`config.mk`:
```
export PLATFORM = sky130hd
export DESIGN_NAME = csr_trap_ctrl_flat
export DESIGN_NICKNAME = d
export VERILOG_FILES = /design/src/rtl/csr_trap_ctrl_if.sv /design/src/rtl/csr_trap_ctrl.sv /design/src/flat_wrapper.sv
export SDC_FILE = /design/constraint.sdc
export NUM_CORES = 1
export LEC_CHECK = 0
export ABC_AREA = 1
export CAP_MARGIN = 20
export CORE_AREA = 2 2 237 239
export DETAILED_ROUTE_END_ITERATION = 12
export DIE_AREA = 0 0 239 241
export GPL_ROUTABILITY_DRIVEN = 0
export SYNTH_ARGS = -nofsm -noshare
export SYNTH_HDL_FRONTEND = slang
export SYNTH_SLANG_ARGS = --single-unit
export TNS_END_PERCENT = 5
```
`constraint.sdc`:
```
create_clock -name clk -period 3 [get_ports clk]
set_input_delay 0.3 -clock clk [delete_from_list [all_inputs] [get_ports clk]]
set_output_delay 0.3 -clock clk [all_outputs]
set_load 0.1 [all_outputs]
```
`src/rtl/csr_trap_ctrl_if.sv`:
```
// Bundle of trap/mret/CSR-write requests, CSR read-back and the sequencer's outputs.
// slave is the sequencer side, master is the pipeline/CSR-file side.
interface csr_trap_ctrl_if;
    logic        trap_valid;
    logic [63:0] trap_pc;
    logic [63:0] trap_cause;
    logic [63:0] trap_tval;
    logic        is_mret;
    logic        ins_wvalid;
    logic [11:0] ins_wa;
    logic [63:0] ins_wd;
    logic [63:0] mstatus_i;
    logic [63:0] mtvec_i;
    logic [63:0] mepc_i;
    logic        csr_wvalid;
    logic [11:0] csr_wa;
    logic [63:0] csr_wd;
    logic        csr_is_mret;
    logic        stall;
    logic        redirect_valid;
    logic [63:0] redirect_pc;

    modport slave (
        input  trap_valid, trap_pc, trap_cause, trap_tval,
        input  is_mret, ins_wvalid, ins_wa, ins_wd,
        input  mstatus_i, mtvec_i, mepc_i,
        output csr_wvalid, csr_wa, csr_wd, csr_is_mret,
        output stall, redirect_valid, redirect_pc
    );

    modport master (
        output trap_valid, trap_pc, trap_cause, trap_tval,
        output is_mret, ins_wvalid, ins_wa, ins_wd,
        output mstatus_i, mtvec_i, mepc_i,
        input  csr_wvalid, csr_wa, csr_wd, csr_is_mret,
        input  stall, redirect_valid, redirect_pc
    );
endinterface

```
`src/rtl/csr_trap_ctrl.sv`:
```
// Trap/return sequencer: serialises mepc/mcause/mtval/mstatus writes on a trap,
// forwards CSR-instruction writes and mret, and issues the fetch redirect.
module csr_trap_ctrl (
    input  logic           clk,
    input  logic           reset,
    csr_trap_ctrl_if.slave bus
);
    typedef enum logic [2:0] {
        IDLE, W_MEPC, W_MCAUSE, W_MTVAL, W_MSTATUS, T_REDIR, R_REDIR
    } state_t;

    state_t      r_state;
    logic [63:0] r_pc;
    logic [63:0] r_cause;
    logic [63:0] r_tval;
    logic [63:0] r_mepc;
    logic [63:0] r_target;

    logic [63:0] w_base;
    logic [63:0] w_vec_target;
    logic [63:0] w_mstatus_new;

    assign w_base = {bus.mtvec_i[63:2], 2'b00};
    // Vectored mode only offsets interrupts; the shift truncates cause[62] away.
    assign w_vec_target = (bus.mtvec_i[1:0] == 2'b01 && r_cause[63])
                        ? w_base + {r_cause[61:0], 2'b00} : w_base;

    always_comb begin
        w_mstatus_new        = bus.mstatus_i;
        w_mstatus_new[7]     = bus.mstatus_i[3];
        w_mstatus_new[3]     = 1'b0;
        w_mstatus_new[12:11] = 2'b11;
    end

    always_ff @(posedge clk) begin
        if (reset) begin
            r_state  <= IDLE;
            r_pc     <= '0;
            r_cause  <= '0;
            r_tval   <= '0;
            r_mepc   <= '0;
            r_target <= '0;
        end else begin
            case (r_state)
                IDLE: begin
                    if (bus.trap_valid) begin
                        r_pc    <= bus.trap_pc;
                        r_cause <= bus.trap_cause;
                        r_tval  <= bus.trap_tval;
                        r_state <= W_MEPC;
                    end else if (bus.is_mret) begin
                        r_mepc  <= bus.mepc_i;
                        r_state <= R_REDIR;
                    end
                end
                W_MEPC:    r_state <= W_MCAUSE;
                W_MCAUSE:  r_state <= W_MTVAL;
                W_MTVAL:   r_state <= W_MSTATUS;
                W_MSTATUS: begin
                    r_target <= w_vec_target;
                    r_state  <= T_REDIR;
                end
                T_REDIR:   r_state <= IDLE;
                R_REDIR:   r_state <= IDLE;
                default:   r_state <= IDLE;
            endcase
        end
    end

    always_comb begin
        bus.csr_wvalid     = 1'b0;
        bus.csr_wa         = '0;
        bus.csr_wd         = '0;
        bus.csr_is_mret    = 1'b0;
        bus.redirect_valid = 1'b0;
        bus.redirect_pc    = '0;
        case (r_state)
            IDLE: begin
                if (!bus.trap_valid) begin
                    if (bus.is_mret) begin
                        bus.csr_is_mret = 1'b1;
                    end else if (bus.ins_wvalid) begin
                        bus.csr_wvalid = 1'b1;
                        bus.csr_wa     = bus.ins_wa;
                        bus.csr_wd     = bus.ins_wd;
                    end
                end
            end
            W_MEPC: begin
                bus.csr_wvalid = 1'b1;
                bus.csr_wa     = 12'h341;
                bus.csr_wd     = r_pc;
            end
            W_MCAUSE: begin
                bus.csr_wvalid = 1'b1;
                bus.csr_wa     = 12'h342;
                bus.csr_wd     = r_cause;
            end
            W_MTVAL: begin
                bus.csr_wvalid = 1'b1;
                bus.csr_wa     = 12'h343;
                bus.csr_wd     = r_tval;
            end
            W_MSTATUS: begin
                bus.csr_wvalid = 1'b1;
                bus.csr_wa     = 12'h300;
                bus.csr_wd     = w_mstatus_new;
            end
            T_REDIR: begin
                bus.redirect_valid = 1'b1;
                bus.redirect_pc    = r_target;
            end
            R_REDIR: begin
                bus.redirect_valid = 1'b1;
                bus.redirect_pc    = r_mepc;
            end
            default: ;
        endcase
    end

    assign bus.stall = bus.trap_valid | bus.is_mret | (r_state != IDLE);
endmodule

```
`src/flat_wrapper.sv`:
```
// flat-port wrapper written by rule: the top's interface ports become plain ports
module csr_trap_ctrl_flat 
  (clk, reset, bus_trap_valid, bus_trap_pc, bus_trap_cause, bus_trap_tval, bus_is_mret, bus_ins_wvalid, bus_ins_wa, bus_ins_wd, bus_mstatus_i, bus_mtvec_i, bus_mepc_i, bus_csr_wvalid, bus_csr_wa, bus_csr_wd, bus_csr_is_mret, bus_stall, bus_redirect_valid, bus_redirect_pc);
  csr_trap_ctrl_if bus_i ();
  input  logic clk;
  input  logic reset;
  input wire logic [$bits(bus_i.trap_valid)-1:0] bus_trap_valid;
  input wire logic [$bits(bus_i.trap_pc)-1:0] bus_trap_pc;
  input wire logic [$bits(bus_i.trap_cause)-1:0] bus_trap_cause;
  input wire logic [$bits(bus_i.trap_tval)-1:0] bus_trap_tval;
  input wire logic [$bits(bus_i.is_mret)-1:0] bus_is_mret;
  input wire logic [$bits(bus_i.ins_wvalid)-1:0] bus_ins_wvalid;
  input wire logic [$bits(bus_i.ins_wa)-1:0] bus_ins_wa;
  input wire logic [$bits(bus_i.ins_wd)-1:0] bus_ins_wd;
  input wire logic [$bits(bus_i.mstatus_i)-1:0] bus_mstatus_i;
  input wire logic [$bits(bus_i.mtvec_i)-1:0] bus_mtvec_i;
  input wire logic [$bits(bus_i.mepc_i)-1:0] bus_mepc_i;
  output wire logic [$bits(bus_i.csr_wvalid)-1:0] bus_csr_wvalid;
  output wire logic [$bits(bus_i.csr_wa)-1:0] bus_csr_wa;
  output wire logic [$bits(bus_i.csr_wd)-1:0] bus_csr_wd;
  output wire logic [$bits(bus_i.csr_is_mret)-1:0] bus_csr_is_mret;
  output wire logic [$bits(bus_i.stall)-1:0] bus_stall;
  output wire logic [$bits(bus_i.redirect_valid)-1:0] bus_redirect_valid;
  output wire logic [$bits(bus_i.redirect_pc)-1:0] bus_redirect_pc;
  assign bus_i.trap_valid = bus_trap_valid;
  assign bus_i.trap_pc = bus_trap_pc;
  assign bus_i.trap_cause = bus_trap_cause;
  assign bus_i.trap_tval = bus_trap_tval;
  assign bus_i.is_mret = bus_is_mret;
  assign bus_i.ins_wvalid = bus_ins_wvalid;
  assign bus_i.ins_wa = bus_ins_wa;
  assign bus_i.ins_wd = bus_ins_wd;
  assign bus_i.mstatus_i = bus_mstatus_i;
  assign bus_i.mtvec_i = bus_mtvec_i;
  assign bus_i.mepc_i = bus_mepc_i;
  assign bus_csr_wvalid = bus_i.csr_wvalid;
  assign bus_csr_wa = bus_i.csr_wa;
  assign bus_csr_wd = bus_i.csr_wd;
  assign bus_csr_is_mret = bus_i.csr_is_mret;
  assign bus_stall = bus_i.stall;
  assign bus_redirect_valid = bus_i.redirect_valid;
  assign bus_redirect_pc = bus_i.redirect_pc;
  csr_trap_ctrl u_core (.clk(clk), .reset(reset), .bus(bus_i));
endmodule
```
== Word level (Yosys, flattened, before mapping) ==
Cells that the tools add are included.
Word-level totals
  register bits: 323
  bits of input ports: 465
  output and inout bits: 144
  logic and storage cells: 46
Cells by class
  add/subtract/negate cells: 1
  eq/ne operators: 8
  muxes and demuxes: 21
  bitwise gates (word level): 3
  reductions and logical operators: 7
Operators with widths (number)
  one-hot mux 64 bit (5 select lines): 1
  2-to-1 mux 64 bit: 4
  one-hot mux 64 bit (2 select lines): 1
  adder 64 bit: 1
  one-hot mux 12 bit (5 select lines): 1
  2-to-1 mux 12 bit: 3
  one-hot mux 3 bit (5 select lines): 1
  == test 3 bit (second input constant): 3
  2-to-1 mux 1 bit: 7
  == test 3 x 2 -> 1 bit (second input constant): 2
  2-to-1 mux 3 bit: 2
  OR reduction 4 bit: 1
  == test 3 x 1 -> 1 bit (second input constant): 1
  zero test 3 bit: 1
  inequality test 3 bit (second input constant): 1
  AND reduction 3 bit: 1
  nonzero test 3 bit: 1
  == test 2 x 1 -> 1 bit (second input constant): 1
  OR 1 bit: 2
  one-hot mux 1 bit (2 select lines): 1
  AND reduction 2 bit: 1
  OR reduction 2 bit: 1
  logical AND 1 bit: 1
  NOT 1 bit: 1

== Depth between registers and ports, before layout ==
Gate-level depths: netlist of the first run.
  word-level depth: 4
  mapped depth: 15

== Least setup slack after synthesis of the first run ==
No wires, ideal clock.
  kind: reg-to-output
  start point: register u_core.r_state[0]
  end point: output bus_csr_wa[8]
  arrival time: 3275 ps
  required time: 2700 ps
  slack: -575 ps
  stages on the path, launching flop included: 11
  path buffers: 1
  cells stage by stage: dfxtp_1 -> nor2_2 -> inv_2 -> nor2_4 -> inv_2 -> nor2_2 -> inv_2 -> nor2_2 -> nand2_1 -> clkbuf_1 -> o21ai_0
On the way
  word-level cells in the longest chain between the ends: 2
Ends and longest elaborated chain
  start, declared: RTL line csr_trap_ctrl.sv:12  | state_t r_state;
  start signal, assigned: RTL line csr_trap_ctrl.sv:37  | r_state <= IDLE;
  start signal, assigned: RTL line csr_trap_ctrl.sv:50  | r_state <= W_MEPC;
  start signal, assigned: RTL line csr_trap_ctrl.sv:53  | r_state <= R_REDIR;
  == test 3 bit, or another cell as far along: RTL line csr_trap_ctrl.sv:77  | case (r_state)
  one-hot mux 12 bit (5 select lines) (*): RTL line csr_trap_ctrl.sv:77
  end, declared: RTL line flat_wrapper.sv:19  | output wire logic [$bits(bus_i.csr_wa)-1:0] bus_csr_wa;
Every way passes the cells marked *; elsewhere a longest branch is shown, timed or not.

== Worst setup path in the final report of the first run ==
  start point: register u_core.r_state[1]
  end point: output bus_csr_wd[7]
On the way
  word-level cells in the longest chain between the ends: 2
Ends and longest elaborated chain
  == test 3 bit, or another cell as far along: RTL line csr_trap_ctrl.sv:77
  one-hot mux 64 bit (5 select lines) (*): RTL line csr_trap_ctrl.sv:77
  end, declared: RTL line flat_wrapper.sv:20  | output wire logic [$bits(bus_i.csr_wd)-1:0] bus_csr_wd;
Marked as above.

==> results.py, run 1 <==
metrics = {
    "setup_path": {
        "end_kind": "output port",
        "crit_required_ns": 2.70,
        "reg2regPathDepth": 14,
        "criticalPathCategory": "flip-flop to output port",
        "critPathLaunch": "u_core.r_state[1]$_SDFFE_PP0P_",
        "critical_path_peak_fanout": 12,
        "r2r-end": "u_core.r_target[46]$_SDFFE_PP0N_",
        "worstPathArrival_ns": 2.65,
        "rrSetupSlack_ns": 0.47,
        "critPathLaunchType": "flip-flop",
        "r2r_start": "u_core.r_cause[0]$_SDFFE_PP0P_",
    },
    "die": {
        "initial_core_util": 0.362,
        "core_um2": 54900,
        "dieArea_um2": 57600,
        "die_x_um": 239,
        "rows": 86,
        "ios": 609,
        "fp.dieH_um": 241,
    },
    "route": {
        "vias": 22800,
        "wl_per_cell_um": 20.4,
        "drt-total-wl_um": 91800,
        "vias_per_cell": 5.06,
        "dr.pass1.iters": 6,
        "route.detailed.drc": 0,
        "drt_iter0_markers": 1525,
        "postRouteAntennaNets": 0,
    },
    "yosys": {
        "syn-num-nets": 3728,
        "synthCells": 3201,
        "yosysWarningCount": 0,
        "synth_area_per_cell_um2": 6.21,
        "yosys.cell_types.count": 39,
        "synth_edf_count": 0,
        "async_flop_share": 0,
        "netlist_area_um2": 19900,
        "synth_seq_cells": 321,
        "synth_ff_type": "dfxtp_1",
        "ys_seq_area_frac": 0.323,
    },
    "sta": {
        "max_freq_mhz": 339,
        "drv_slew": 0,
        "fin_tns_setup_ns": 0,
        "tightestPinTransition_ns": 0.671,
        "fin_crit_sh": 0.984,
        "rsz0062_at_grt": "true",
        "setup_viol": 0,
        "hold_violations": 0,
        "finClkSkew_ns": 0.0208,
        "min_period_ns": 2.95,
        "slew_headroom": 0.552,
    },
    "clock_network": {
        "clkTransAtPathRegs_ns": 0.06,
        "cts_tree": "yes",
        "clock_latency_ns": 0.57,
        "root_buffer": "clkbuf_16",
        "clock_path_buffers": 3,
        "cts_sinks": 321,
        "cts_buffers": 40,
        "cts-htree-levels": 2,
        "hold_buffers": 0,
    },
    "min_path": {
        "min-delay-start": "reset",
        "hold_end": "u_core.r_target[12]$_SDFFE_PP0N_",
        "min_path_cells": 2,
        "hp-class": "input port to flip-flop",
    },
    "pwr": {
        "power_leakage_uw": 0.0125,
        "p_per_area_nw_per_um2": 935,
        "ir_worst_vdd_mv": 1.78,
        "power.total_uw": 27100,
    },
    "global_route": {
        "grt_pass1_wl_um": 133000,
        "grt_usage": 0.308,
        "antenna_found_initial": 29,
        "grt_max_degree": 107,
        "grt_overflow_total": 0,
        "grt_pass1_vias": 21400,
    },
    "layout": {
        "design_area_um2": 29000,
        "stdcell_count": 4498,
        "layout.nets": 4276,
        "layout_common_cells": "nand2_1 (759), inv_1 (590), clkdlybuf4s50_1 (459), a21oi_1 (391), dfxtp_1 (318)",
        "drive_above_1_share": 0.0879,
        "syn_to_final_growth_pct": 45.9,
        "post-route-util": 0.529,
        "layout_commonest_cell": "nand2_1",
    },
    "placed_design": {
        "dp_cells": 4402,
        "dp_hpwl_um": 71900,
        "placed_area_um2": 27400,
        "portBuffers": 605,
    },
    "outcome": {
        "status": "complete, no violations",
    },
    "flow_run": {
        "max_cap_viol_count": 0,
    },
}
layer usage:
layer	wire length, um	GRT usage	vias to the layer above
met5	113	0	-
met4	3170	0.121	16
met3	7440	0.0646	161
met2	42100	0.501	828
met1	39000	0.398	10300
li1	-	-	11400
state kept, by name, summed over array words and instances, names as in the netlist:
name and flops:
u_core.r_state 3, u_core.r_cause 64, u_core.r_mepc 64, u_core.r_target 62
u_core.r_pc 64, u_core.r_tval 64
synthesized netlist by cell type, types with 2 or more instances:
library cell / instances / area, um^2
a21oi_1: 392 / 1960
buf_1: 8 / 30.0
nor4_1: 2 / 12.5
and2_1: 3 / 18.8
ha_1: 61 / 763
a31oi_1: 2 / 12.5
xor2_1: 17 / 149
nor2_2: 10 / 62.6
buf_4: 4 / 30.0
nand3_2: 3 / 30.0
dfxtp_1: 321 / 6430
nand4_1: 12 / 75.1
nor3_2: 8 / 80.1
nand3_1: 130 / 651
nand2_2: 7 / 43.8
a221oi_1: 41 / 359
clkinv_1: 2 / 7.51
nor3_1: 5 / 25.0
inv_1: 591 / 2220
nand2_1: 763 / 2860
o21bai_1: 5 / 37.5
o21ai_1: 3 / 15.0
nor2_1: 225 / 845
buf_2: 25 / 125
o22ai_1: 72 / 450
o21ai_0: 266 / 1330
o211ai_1: 43 / 323
clkbuf_1: 125 / 469
xnor2_1: 12 / 105
inv_2: 8 / 30.0
o221ai_1: 27 / 236
cells by family (layout without fill, tap and decap cells):
group | count (synthesis) | count (layout) | synth area share
other cells | 0 | 19 | 0
xor+xnor | 29 | 29 | 0.0128
fa+ha+maj | 62 | 62 | 0.0394
buf+inv | 767 | 1341 | 0.149
simple gates | 1171 | 1171 | 0.238
flops | 321 | 321 | 0.323
compound gates | 851 | 851 | 0.238
final cells by class:
type                            instances  area (um^2)
Multi-Input combinational cell       2113        10600
Antenna cell                           19         47.5
Fill cell                            5701        25900
Clock buffer                           54         1120
Tap cell                              704          881
Timing Repair Buffer                  672         7470
Clock inverter                         14          174
Sequential cell                       321         6430
Inverter                              601         2270
metrics by stage:
stage               hold slack (ns)  setup WS [ns]
floorplan                     0.425         -0.575
global placement              0.436          0.118
detailed placement            0.440          0.116
CTS                          0.0409       0.000948
global route                 0.0576        -0.0445
finish                       0.0755         0.0490
report_power, final:
part	switching (uW)	leakage (uW)	internal [uW]
registers	711	0.00264	5480
logic	10800	0.00920	5270
clock network	2000	0.000638	2890
repair_timing:
action	in CTS	in global routing
buffers inserted	6	0
cloned	3	0
endpoints found under the setup margin	68	42
resized for setup	20	9
pin swaps	2	4
worst max-delay path, cell delays in order (launching register included):
cell,delay (ns)
dfxtp_4,0.37
nor2_4,0.12
inv_2,0.07
nor2_4,0.11
inv_2,0.05
nor2_4,0.13
inv_2,0.07
nor2_4,0.15
nand2_4,0.09
inv_8,0.10
buf_4,0.11
buf_6,0.16
a21oi_1,0.08
o221ai_1,0.20
buf_12,0.25
how the worst max path moves through the flow:
| stage | to | depth (start not counted) |
|---|---|---|
| detailed placement | u_core.r_target[40]$_SDFFE_PP0N_ | 16 |
| CTS | bus_csr_wd[29] | 14 |
| global placement | u_core.r_target[62]$_SDFFE_PP0N_ | 15 |
| global route | bus_csr_wd[7] | 14 |
| floorplan | bus_csr_wa[8] | 10 |
| finish | bus_csr_wd[7] | 14 |
(Power assumes the default switching activity.)
==> run 2, diff against run 1 <==
Settings changed: CTS_CLUSTER_SIZE set to 25.
==> results of run 2 <==
The final DEF is identical to that of run 1; final timing and power are the same.
==> run 3, diff against run 2 <==
Settings changed: CTS_CLUSTER_DIAMETER set to 60.
==> run 3 against run 2 <==
Net effect:
- utilization decreased by 0.064 points
- first-iteration DRC count increased by 8.7%
- die area unchanged
- combinational power about the same
- sequential cell count unchanged
- maximum frequency decreased by 0.65%
- clock power decreased by 2%
- cell count about the same
- critical path depth decreased by 7
- clock-buffer cell count decreased by 14
- cell area decreased by 0.12%
- worst hold slack got worse by 0.0039 ns
- largest cell class unchanged
- highest routed layer unchanged
==> results.py, run 3 (synthesis results as in run 1) <==
metrics = {
    "global_route": {
        "grt_max_degree": 107,
        "grt_pass1_vias": 21300,
        "grt_pass1_wl_um": 132000,
        "grt_overflow_total": 0,
        "antenna_found_initial": 34,
        "grt_usage": 0.307,
    },
    "sta": {
        "fin_ws_ns": 0.0298,
        "rsz0062_at_grt": "true",
        "hold_ws_ns": 0.0716,
        "max_freq_mhz": 337,
        "slew_headroom": 0.549,
        "setup_viol": 0,
        "tightestPinTransition_ns": 0.676,
        "fin_crit_sh": 0.990,
        "drv_slew": 0,
        "min_period_ns": 2.97,
        "hold_violations": 0,
        "finClkSkew_ns": 0.0282,
    },
    "route": {
        "dr.pass1.iters": 6,
        "wl_per_cell_um": 20.4,
        "vias_per_cell": 5.06,
        "postRouteAntennaNets": 0,
        "vias": 22800,
        "drt-total-wl_um": 91600,
        "route.detailed.drc": 0,
        "drt_iter0_markers": 1658,
    },
    "die": {
        "dieArea_um2": 57600,
        "die_x_um": 239,
        "initial_core_util": 0.362,
        "ios": 609,
        "core_um2": 54900,
        "fp.dieH_um": 241,
        "rows": 86,
    },
    "pwr": {
        "clkPwrFrac": 0.176,
        "p_per_area_nw_per_um2": 932,
        "pwr-share-seq": 0.229,
        "power.total_uw": 27000,
        "switchingPower_uw": 13500,
        "ir_worst_vdd_mv": 1.81,
        "p_int_uw": 13400,
        "swShare": 0.502,
        "comb_power_share": 0.595,
        "power_leakage_uw": 0.0124,
    },
    "flow_run": {
        "max_cap_viol_count": 0,
    },
    "layout": {
        "nFillCells": 5703,
        "layout_common_cells": "nand2_1 (759), inv_1 (590), clkdlybuf4s50_1 (459), a21oi_1 (391), dfxtp_1 (318)",
        "layout.nets": 4271,
        "drive_above_1_share": 0.0886,
        "stdcell_count": 4497,
        "design_area_um2": 29000,
        "layout_commonest_cell": "nand2_1",
        "syn_to_final_growth_pct": 45.7,
    },
    "clock_network": {
        "clock_path_buffers": 3,
        "cts_buffers": 35,
        "clkTransAtPathRegs_ns": 0.07,
        "cts_sinks": 321,
        "cts-htree-levels": 2,
        "root_buffer": "clkbuf_16",
        "clock_latency_ns": 0.58,
        "cts_tree": "yes",
    },
    "setup_path": {
        "critPathLaunchType": "flip-flop",
        "end_kind": "output port",
        "criticalPathCategory": "flip-flop to output port",
        "critical_path_peak_fanout": 17,
        "crit_required_ns": 2.70,
        "rrSetupSlack_ns": 0.45,
        "worstPathArrival_ns": 2.67,
    },
    "placed_design": {
        "dp_cells": 4402,
        "dp_hpwl_um": 71900,
        "portBuffers": 605,
        "placed_area_um2": 27400,
        "place_ws_ns": 0.116,
    },
    "outcome": {
        "status": "complete, no violations",
    },
    "min_path": {
        "hp-class": "input port to flip-flop",
    },
}
==> run 3: changes by cell type in the layout (fill, tap and decap cells not counted), moves of 3 or more <==
cell / before / now
clkbuf_1: 7 / 1
clkbuf_16: 41 / 36
clkbuf_8: 7 / 4
clkinv_8: 1 / 4
diode_2: 19 / 23
inv_8: 1 / 4
==> run 3: layer usage <==
layer	vias to the layer above	GRT usage	share of wire
li1	11400	-	-
met1	10300	0.395	0.42
met2	839	0.498	0.46
met3	164	0.0698	0.080
met4	20	0.120	0.036
met5	-	0	0.0015
==> run 3: path summary, 6_finish.rpt <==
path | start | end | cells past startpoint
worst max-delay path | u_core.r_state[2]$_SDFFE_PP0P_ | bus_csr_wd[54] | 7
worst max register to register | u_core.r_cause[0]$_SDFFE_PP0P_ | u_core.r_target[32]$_SDFFE_PP0N_ | 15
worst min-delay path | reset | u_core.r_target[17]$_SDFFE_PP0N_ | 2
worst min register to register | u_core.r_tval[50]$_SDFFE_PP0P_ | u_core.r_tval[50]$_SDFFE_PP0P_ | 2
==> run 3: per-stage QoR <==
stage	utilization	TNS (ns)
after floorplan	-	-1.71
after global placement	0.500	0
after detailed placement	0.500	0
after CTS	0.526	0
after global routing	0.528	-0.956
final	0.528	0
==> run 3: worst max-delay path, stage by stage (launching register included) <==
cell and delay [ns]:
dfxtp_2 0.43, inv_2 0.10, nand2_2 0.16, nor2_4 0.06
buf_4 0.23, a221oi_1 0.62, o211ai_1 0.27, buf_12 0.23
==> run 3: repair_timing <==
item	in CTS	in global routing
gates cloned	3	0
pin swaps	2	1
gates resized for setup	21	9
setup endpoints to repair	68	51
hold buffers	0	0
buffers inserted	6	1
==> run 3: cell type report <==
type	count	area [um^2]	area share
Sequential cell	321	6430	0.222
Antenna cell	23	57.6	0.00199
Clock inverter	23	317	0.0109
Multi-Input combinational cell	2113	10600	0.366
Tap cell	704	881	0.0304
Inverter	601	2270	0.0784
Timing Repair Buffer	672	7480	0.258
Clock buffer	40	935	0.0323
==> run 3: power groups by stage <==
| stage | registers, uW | clock network, uW | logic, uW |
|---|---|---|---|
| final | 6170 | 4760 | 16100 |
| after global placement | 6220 | 0 | 15600 |
| after CTS | 6160 | 4840 | 15900 |
| after global routing | 6280 | 5020 | 17100 |
| after floorplan | 5900 | 0 | 9990 |
| after detailed placement | 6250 | 0 | 15700 |
